## src/rtl/cdb_eu_out_fifo.sv

```systemverilog
// Per-execution-unit result buffer feeding the CDB arbiter.
// An EU retires results into a circular buffer; the head entry is presented to the
// arbiter via a valid/ready channel. Both handshake outputs come only from registered
// state, so cdb_ready_i (combinational from cdb_valid_o in the arbiter) never loops back.
// Ports:
//   clk_i, rst_n_i          clock, asynchronous active-low reset
//   flush_i                 synchronous flush, overrides push and pop
//   eu_valid_i/eu_ready_o   EU-side handshake; eu_* payload written on push
//   cdb_valid_o/cdb_ready_i arbiter-side handshake; cdb_* payload is the head entry
//   count_o                 number of occupied entries (0..DEPTH)
module cdb_eu_out_fifo #(
    parameter int unsigned DEPTH     = 4,
    parameter int unsigned XLEN      = 64,
    parameter int unsigned ROB_IDX_W = 6,
    parameter int unsigned EXCEPT_W  = 6
) (
    input  logic                         clk_i,
    input  logic                         rst_n_i,
    input  logic                         flush_i,
    input  logic                         eu_valid_i,
    output logic                         eu_ready_o,
    input  logic [ROB_IDX_W-1:0]         eu_rob_idx_i,
    input  logic [XLEN-1:0]              eu_res_i,
    input  logic                         eu_except_raised_i,
    input  logic [EXCEPT_W-1:0]          eu_except_code_i,
    output logic                         cdb_valid_o,
    input  logic                         cdb_ready_i,
    output logic [ROB_IDX_W-1:0]         cdb_rob_idx_o,
    output logic [XLEN-1:0]              cdb_res_o,
    output logic                         cdb_except_raised_o,
    output logic [EXCEPT_W-1:0]          cdb_except_code_o,
    output logic [$clog2(DEPTH+1)-1:0]   count_o
);

    localparam int unsigned PTR_W = $clog2(DEPTH);
    localparam int unsigned CNT_W = $clog2(DEPTH + 1);

    typedef struct packed {
        logic [ROB_IDX_W-1:0] rob_idx;
        logic [XLEN-1:0]      res;
        logic                 except_raised;
        logic [EXCEPT_W-1:0]  except_code;
    } entry_t;

    entry_t             mem_q [DEPTH];
    logic [DEPTH-1:0]   entry_valid_q;
    logic [PTR_W-1:0]   head_q;
    logic [PTR_W-1:0]   tail_q;
    logic [CNT_W-1:0]   count_q;
    logic [CNT_W-1:0]   count_n;
    logic               not_empty_q;
    logic               eu_ready_q;
    logic               push_c;
    logic               pop_c;
    entry_t             wr_entry_c;
    entry_t             head_entry_c;

    // Handshakes qualified only by registered state.
    assign push_c = eu_valid_i & eu_ready_q;
    assign pop_c  = cdb_valid_o & cdb_ready_i;

    assign wr_entry_c = '{rob_idx:       eu_rob_idx_i,
                          res:           eu_res_i,
                          except_raised: eu_except_raised_i,
                          except_code:   eu_except_code_i};

    // Next occupancy; flush wins over any concurrent push/pop.
    always_comb begin
        count_n = count_q;
        unique case ({push_c, pop_c})
            2'b10:   count_n = count_q + CNT_W'(1);
            2'b01:   count_n = count_q - CNT_W'(1);
            default: count_n = count_q;
        endcase
        if (flush_i) begin
            count_n = '0;
        end
    end

    // Pointers, occupancy and registered handshake flags.
    always_ff @(posedge clk_i or negedge rst_n_i) begin
        if (!rst_n_i) begin
            head_q        <= '0;
            tail_q        <= '0;
            count_q       <= '0;
            entry_valid_q <= '0;
            not_empty_q   <= 1'b0;
            eu_ready_q    <= 1'b1;
        end else begin
            count_q     <= count_n;
            not_empty_q <= (count_n != CNT_W'(0));
            eu_ready_q  <= (count_n != CNT_W'(DEPTH));
            if (flush_i) begin
                head_q        <= '0;
                tail_q        <= '0;
                entry_valid_q <= '0;
            end else begin
                if (pop_c) begin
                    head_q                <= head_q + PTR_W'(1);
                    entry_valid_q[head_q] <= 1'b0;
                end
                if (push_c) begin
                    tail_q                <= tail_q + PTR_W'(1);
                    entry_valid_q[tail_q] <= 1'b1;
                end
            end
        end
    end

    // Payload storage is intentionally not reset; it is only observed behind a valid bit.
    always_ff @(posedge clk_i) begin
        if (push_c && !flush_i) begin
            mem_q[tail_q] <= wr_entry_c;
        end
    end

    assign head_entry_c = mem_q[head_q];

    // Head entry valid bit and occupancy agree by construction; both are registered.
    assign cdb_valid_o         = not_empty_q & entry_valid_q[head_q];
    assign eu_ready_o          = eu_ready_q;
    assign cdb_rob_idx_o       = head_entry_c.rob_idx;
    assign cdb_res_o           = head_entry_c.res;
    assign cdb_except_raised_o = head_entry_c.except_raised;
    assign cdb_except_code_o   = head_entry_c.except_code;
    assign count_o             = count_q;

endmodule

```

## config.mk

```make
export PLATFORM = sky130hd
export DESIGN_NAME = cdb_eu_out_fifo
export DESIGN_NICKNAME = d
export VERILOG_FILES = /design/src/rtl/cdb_eu_out_fifo.sv
export SDC_FILE = /design/constraint.sdc
export NUM_CORES = 1
export LEC_CHECK = 0
export ABC_AREA = 1
export CAP_MARGIN = 20
export CORE_MARGIN = 4
export CORE_UTILIZATION = 40
export DETAILED_ROUTE_END_ITERATION = 10
export PLACE_DENSITY = 0.73
export SETUP_SLACK_MARGIN = 0.05
export SLEW_MARGIN = 20
export SYNTH_ARGS = -nofsm -noshare
export SYNTH_HDL_FRONTEND = slang
export SYNTH_SLANG_ARGS = --single-unit
export TNS_END_PERCENT = 100
```

## constraint.sdc

```tcl
create_clock -name clk_i -period 2.95 [get_ports clk_i]
set_input_delay 0.59 -clock clk_i [delete_from_list [all_inputs] [get_ports clk_i]]
set_output_delay 0.59 -clock clk_i [all_outputs]
set_load 0.03 [all_outputs]
```

Word-level counts from Yosys, hierarchy flattened

Memories as Yosys holds them, arrays and structs flattened.
Index checks and enable logic that the tools add are counted.

Register bits after elaboration: 13
Bits in latches: 0
Memory bits (writable): 308
ROM bits: 0
Bits of input ports: 82
Output and inout port bits: 82
Logic and storage cells: 49
Memories kept: 1

Memories:

| memory | depth | bits a word | read ports | clocked after memory_dff | wr ports | line | source |
|---|---|---|---|---|---|---|---|
| mem_q  | 4     | 77          | 1          | 0                        | 1        | 45   | `entry_t mem_q [DEPTH];` |

Add/subtract/negate cells: 4
Multiply operators: 0
Divide/modulo/power cells: 0
$lt $le $gt $ge: 4
Eq/ne operators: 3
Shift-type cells: 0
Muxes and demuxes: 18
Bitwise gates (word level): 6
Reduce and logical (&&, ||, !) cells: 7

Operators with widths:

| cell                  | count |
|---|---|
| $mux W4               | 4 |
| $mux W2               | 4 |
| $lt A2 B3 Y1 const B  | 2 |
| $pmux W3 S2           | 1 |
| $mux W1               | 5 |
| $add A2 B1 Y2 const B | 2 |
| $and A4 B4 Y4         | 1 |
| $demux W1 S2          | 2 |
| $ge A2 B1 Y1 const B  | 2 |
| $not A4 Y4            | 1 |
| $or A4 B4 Y4          | 1 |
| $reduce_bool A2 Y1    | 2 |
| $add A3 B1 Y3 const B | 1 |
| $and A1 B1 Y1         | 3 |
| $logic_and A1 B1 Y1   | 3 |
| $mux W3               | 1 |
| $ne A3 B3 Y1 const B  | 1 |
| $reduce_bool A3 Y1    | 1 |
| $sub A3 B1 Y3 const B | 1 |
| $bmux W1 S2           | 1 |
| $eq A2 B1 Y1 const B  | 1 |
| $eq A2 B2 Y1 const B  | 1 |
| $logic_not A1 Y1      | 1 |

Longest topological paths before layout

Gate-level depths: netlist (run 1).

Word-level depth: 11
Depth in mapped cells: 17
Gate-level depth less buffers: 16

Worst setup path after synthesis (run 1)

Ideal clock, no wire load.

Path type: input-to-reg
Start: input flush_i
End: memory mem_q[0][0] in the netlist's numbering (enable)
Library setup time: 0.431 ns
Arrival: 2.606 ns
Data required time: 2.519 ns
Path slack: -0.087 ns
Cell stages on the path: 4
Buffers on the path: 1
Cells stage by stage: buf_2 > nor2_1 > nand2_1 > inv_1

Cells in the longest elaborated chain, start to end: 4

RTL lines:

| what                          | line | source |
|---|---|---|
| from (decl)                   | 19   | `input logic flush_i,` |
| $logic_not A1 Y1              | 112  | `if (push_c && !flush_i) begin` |
| $logic_and A1 B1 Y1           | 112  |  |
| $mux W1                       | 112  |  |
| $mux W1 (not written as such) | 113  | `mem_q[tail_q] <= wr_entry_c;` |
| to (decl)                     | 45   |  |

Every way passes these cells.

Final worst setup path (run 1)

Start: register head_q[1]
End: output cdb_res_o[14]

Cells in the longest elaborated chain, start to end: 1

RTL lines:

| what                   | line | source |
|---|---|---|
| from (decl)            | 47   | `logic [PTR_W-1:0] head_q;` |
| from (signal assigned) | 99   | `head_q <= head_q + PTR_W'(1);` |
| $mem_v2 Z4 W77         | --   |  |
| to (decl)              | 29   | `output logic [XLEN-1:0] cdb_res_o,` |

Every way passes these cells.

==> results of run 1 <==
## area by class of cell
class | count | area (um^2) | share of cell area, %
clock buffers | 34 | 787.0 | 5.068
repair inverters | 1 | 8.758 | 0.05641
repair buffers | 195 | 2024 | 13.04
clock inverters | 24 | 217.7 | 1.402
well taps | 390 | 488.0 | 3.143
inverters | 21 | 107.6 | 0.6930
multi-input cells | 456 | 2313 | 14.90
flip-flops and latches | 321 | 9580 | 61.70
## sequential cells by signal (all words and copies together), names as in the netlist
| name | cells |
|---|---|
| head_q | 2 |
| count_o | 3 |
| mem_q | 308 |
| eu_ready_o | 1 |
| not_empty_q | 1 |
| entry_valid_q | 4 |
| tail_q | 2 |
## worst reg2reg max path, cell delays in order, from the launching register on
cell and delay [ns]:
dfrtp_2 0.58, clkinv_2 0.32, nand3_2 0.18, nand2_4 0.09, nand3_4 0.08, inv_1 0.05
ha_1 0.21, fa_1 0.39, nand2_1 0.07, nand2_1 0.04, nor2_1 0.12, inv_1 0.06
o21ai_0 0.21, nand2_1 0.10
## how the worst min path moves through the flow
| stage | start | endpoint | slack, ns |
|---|---|---|---|
| after floorplan | rst_n_i | count_o[0] | 0.29 |
| after global placement | entry_valid_q[2] | entry_valid_q[2] | 0.56 |
| after detailed placement | entry_valid_q[2] | entry_valid_q[2] | 0.57 |
| after CTS | rst_n_i | entry_valid_q[1] | 0.43 |
| after global routing | rst_n_i | count_o[1] | 0.48 |
| final | rst_n_i | entry_valid_q[1] | 0.44 |
## cells in the mapped netlist, types with 2 or more instances
| master | number |
|---|---|
| o21ai_1 | 19 |
| buf_6 | 10 |
| nand2_1 | 30 |
| buf_4 | 8 |
| edfxtp_1 | 308 |
| clkbuf_1 | 20 |
| nand4_1 | 4 |
| inv_1 | 19 |
| o22ai_1 | 77 |
| nor2_1 | 167 |
| o21ai_0 | 140 |
| ha_1 | 9 |
| nand3_2 | 2 |
| nand3_1 | 2 |
| buf_2 | 13 |
| inv_2 | 2 |
| dfrtp_1 | 12 |
## stage by stage
| step | area [um^2] | utilization (%) | setup slack (ns) | hold slack (ns) | power [mW] |
|---|---|---|---|---|---|
| 2_1_floorplan | 12230 | - | 0.4586 | 0.2944 | 7.599 |
| 3_3_place_gp | 14270 | 47.77 | 0.3862 | 0.5627 | 9.085 |
| 3_5_place_dp | 14270 | 47.77 | 0.3074 | 0.5652 | 9.129 |
| 4_1_cts | 15400 | 51.56 | 0.05398 | 0.4281 | 13.14 |
| 5_1_grt | 15530 | 51.97 | 0.04481 | 0.4827 | 13.66 |
| 6_report | 15530 | 51.97 | 0.1383 | 0.4403 | 13.13 |
## routing by layer
metal | part of all wire (%) | GRT usage (%) | vias up | routed length (um)
li1 | - | - | 3533 | -
met1 | 42 | 22.00 | 3632 | 11870
met2 | 48 | 26.08 | 309 | 13740
met3 | 7.6 | 2.896 | 47 | 2175
met4 | 2.5 | 4.052 | 0 | 701
met5 | 0 | 0 | - | 0
## report_power, final
group | leakage, nW | internal (mW) | total (mW) | switching [mW]
logic | 1.91 | 1.42 | 3.96 | 2.54
clock network | 0.485 | 2.26 | 3.89 | 1.62
registers | 2.96 | 5.19 | 5.29 | 0.0987
total | 5.35 | 8.87 | 13.1 | 4.26
## kinds of logic (layout without fill, tap and decap cells)
family | after synthesis | in the layout
buffers and inverters | 72 | 275
and+or+nand+nor | 209 | 209
AOI/OAI and AO/OA | 237 | 237
DFF | 321 | 321
adders and majority gates | 10 | 10
## timing repair
action,in CTS,in global routing
cloned,2,2
pin swaps,0,3
setup buffers,2,3
setup endpoints to repair,62,26
gates resized for setup,9,10
==> results by group, run 1 <==
Timing
  • Final Skew: 0.01265 ns
  • Highest achievable clock rate: 355.7 MHz
  • Setup-failing EPs final: 0
  • Unrepaired setup endpoints after global routing: yes
  • Fin. max-slew vios: 0
  • Tmin final: 2.812 ns
  • Slew headroom: 55.94%
  • Final period util: ~95%
  • Final hold vios: 0
  • TNS Setup: 0 ns
  • Worst-Margin Slew: approximately 0.66 ns

CTS
  • Maximum root-to-sink buffer count: 3
  • Cts hold-fix bufs: 0
  • Worst-Skew Late Latency: 0.55 ns
  • H-tree depth: 1
  • CTS Sinks: 321
  • Clk root buf: clkbuf_16
  • CTS tree: built
  • Clock transition at path regs: 0.07 ns
  • Num CTS Buffers: 31

Detailed routing
  • Iter 0 DRT Violations: 579
  • Total wire length: 28.48 mm
  • Vias per cell: about 5.2
  • Drt drc: 0
  • Detailed-route via count: 7521
  • 1st-pass router iterations: 5
  • Drt wl/cell: 19.75 um
  • Remaining antenna violation count: 0

Placement
  • Dpl hpwl: around 16 mm
  • PortBufs: 163
  • Placed cell count: roughly 1400
  • GP Congestion: 0.8500

Synth
  • Post-Syn Area per Cell: 14.39 um^2
  • Largest cells by area after synthesis: edfxtp_1, o21ai_0, nor2_1, o22ai_1, dfrtp_1
  • Post-synthesis sequential area ratio: 78.37%
  • Post-synthesis mux area share: 0%
  • Syn Nets: 941
  • Synthesized instance count: 849
  • Synth top area share: roughly three quarters
  • Synth Area in Adders: roughly 1.1%
  • XOR/XNOR Fraction of Synth Area: 0%
  • Number of synthesized flops with an enable pin: between 300 and 400
  • Post-synthesis register bit count: 321
  • Synth warn: 0
  • Top_reg_cell synth: edfxtp_1
  • Synth Area in Compound Gates: 10.50%
  • Simple-Gate Fraction of Synth Area: 6.841%
  • Combinational family with the most area after synthesis: compound AO/OA/AOI/OAI gates
  • Area leader, netlist: edfxtp_1
  • Async S/R FF share, synth: 4.050%
  • Netlist Area Pre-Place: 12220 um^2
  • Yosys cell types: 24

Setup path
  • Worst Path Buf+Inv: 3
  • Required @ worst endpoint: 2.36 ns
  • Crit path arrival time: 2.22 ns
  • Reg2reg setup slack: roughly 0.33 ns
  • Reg-to-reg critical path startpoint: head_q[1]
  • Critical path depth: 5
  • Setup crit start: head_q[1]
  • CP Capture Point: cdb_res_o[14]
  • CP top delay family: buffers and inverters
  • Critical Path Sink Type: primary output
  • Worst R2R Path Depth: 13
  • Crit path kind: flip-flop to primary output
  • Worst R2R End: not_empty_q
  • Crit-path cells: clkinv_2 -> buf_12 -> o21ai_0 -> o22ai_1 -> buf_4
  • Crit path max fanout: 39
  • CP max stage cell: dfrtp_2
  • Crit start category: flip-flop
  • CP max stage delay: between 0.5 and 0.6 ns

Floorplanning
  • Io pins: roughly 160
  • Die Ht: 182.8 um
  • Row count: 63
  • Initial core utilization: 40.90%
  • Die W: about 180 um
  • Die footprint: 33400 um^2
  • Core area: 29870 um^2

Power and ir drop
  • Pleak: 5.354 nW
  • Worst VDD drop: 0.0005416 V
  • PwrDens: roughly 850 nW/um^2

Finish
  • Most frequent cells in the layout: edfxtp_1, nor2_1, o21ai_0, clkdlybuf4s50_1, buf_4
  • Final nets: roughly 1100
  • Layout Cells excl Fill: around 1400
  • Synth-to-Final Area Change: 27.09%
  • Most common cell after layout, fill and taps aside: edfxtp_1
  • Layout fillers: ~2400
  • Share of cells above drive strength 1: 16.92%
  • # diodes: 0

Global route
  • Initial antenna violation count: 0
  • Grt total ovfl: 0
  • GRT Overall Usage: 15.81%
  • Vias in the first global route: 7215
  • First-pass GRT wire length: 41.43 mm
  • Largest net degree at the start of global routing: 74

Run status
  • Status: finished clean

Min path
  • Hold/Removal Path Class: primary input to asynchronous set/reset pin

Job
  • Max cap viols: 0
Note: power is estimated with default switching activity, not from simulation.
==> inputs of run 2 (changes only) <==
- TNS_END_PERCENT: 100 -> default
==> results of run 2 <==
No change in the layout: final DEF, timing and power equal those of run 1.
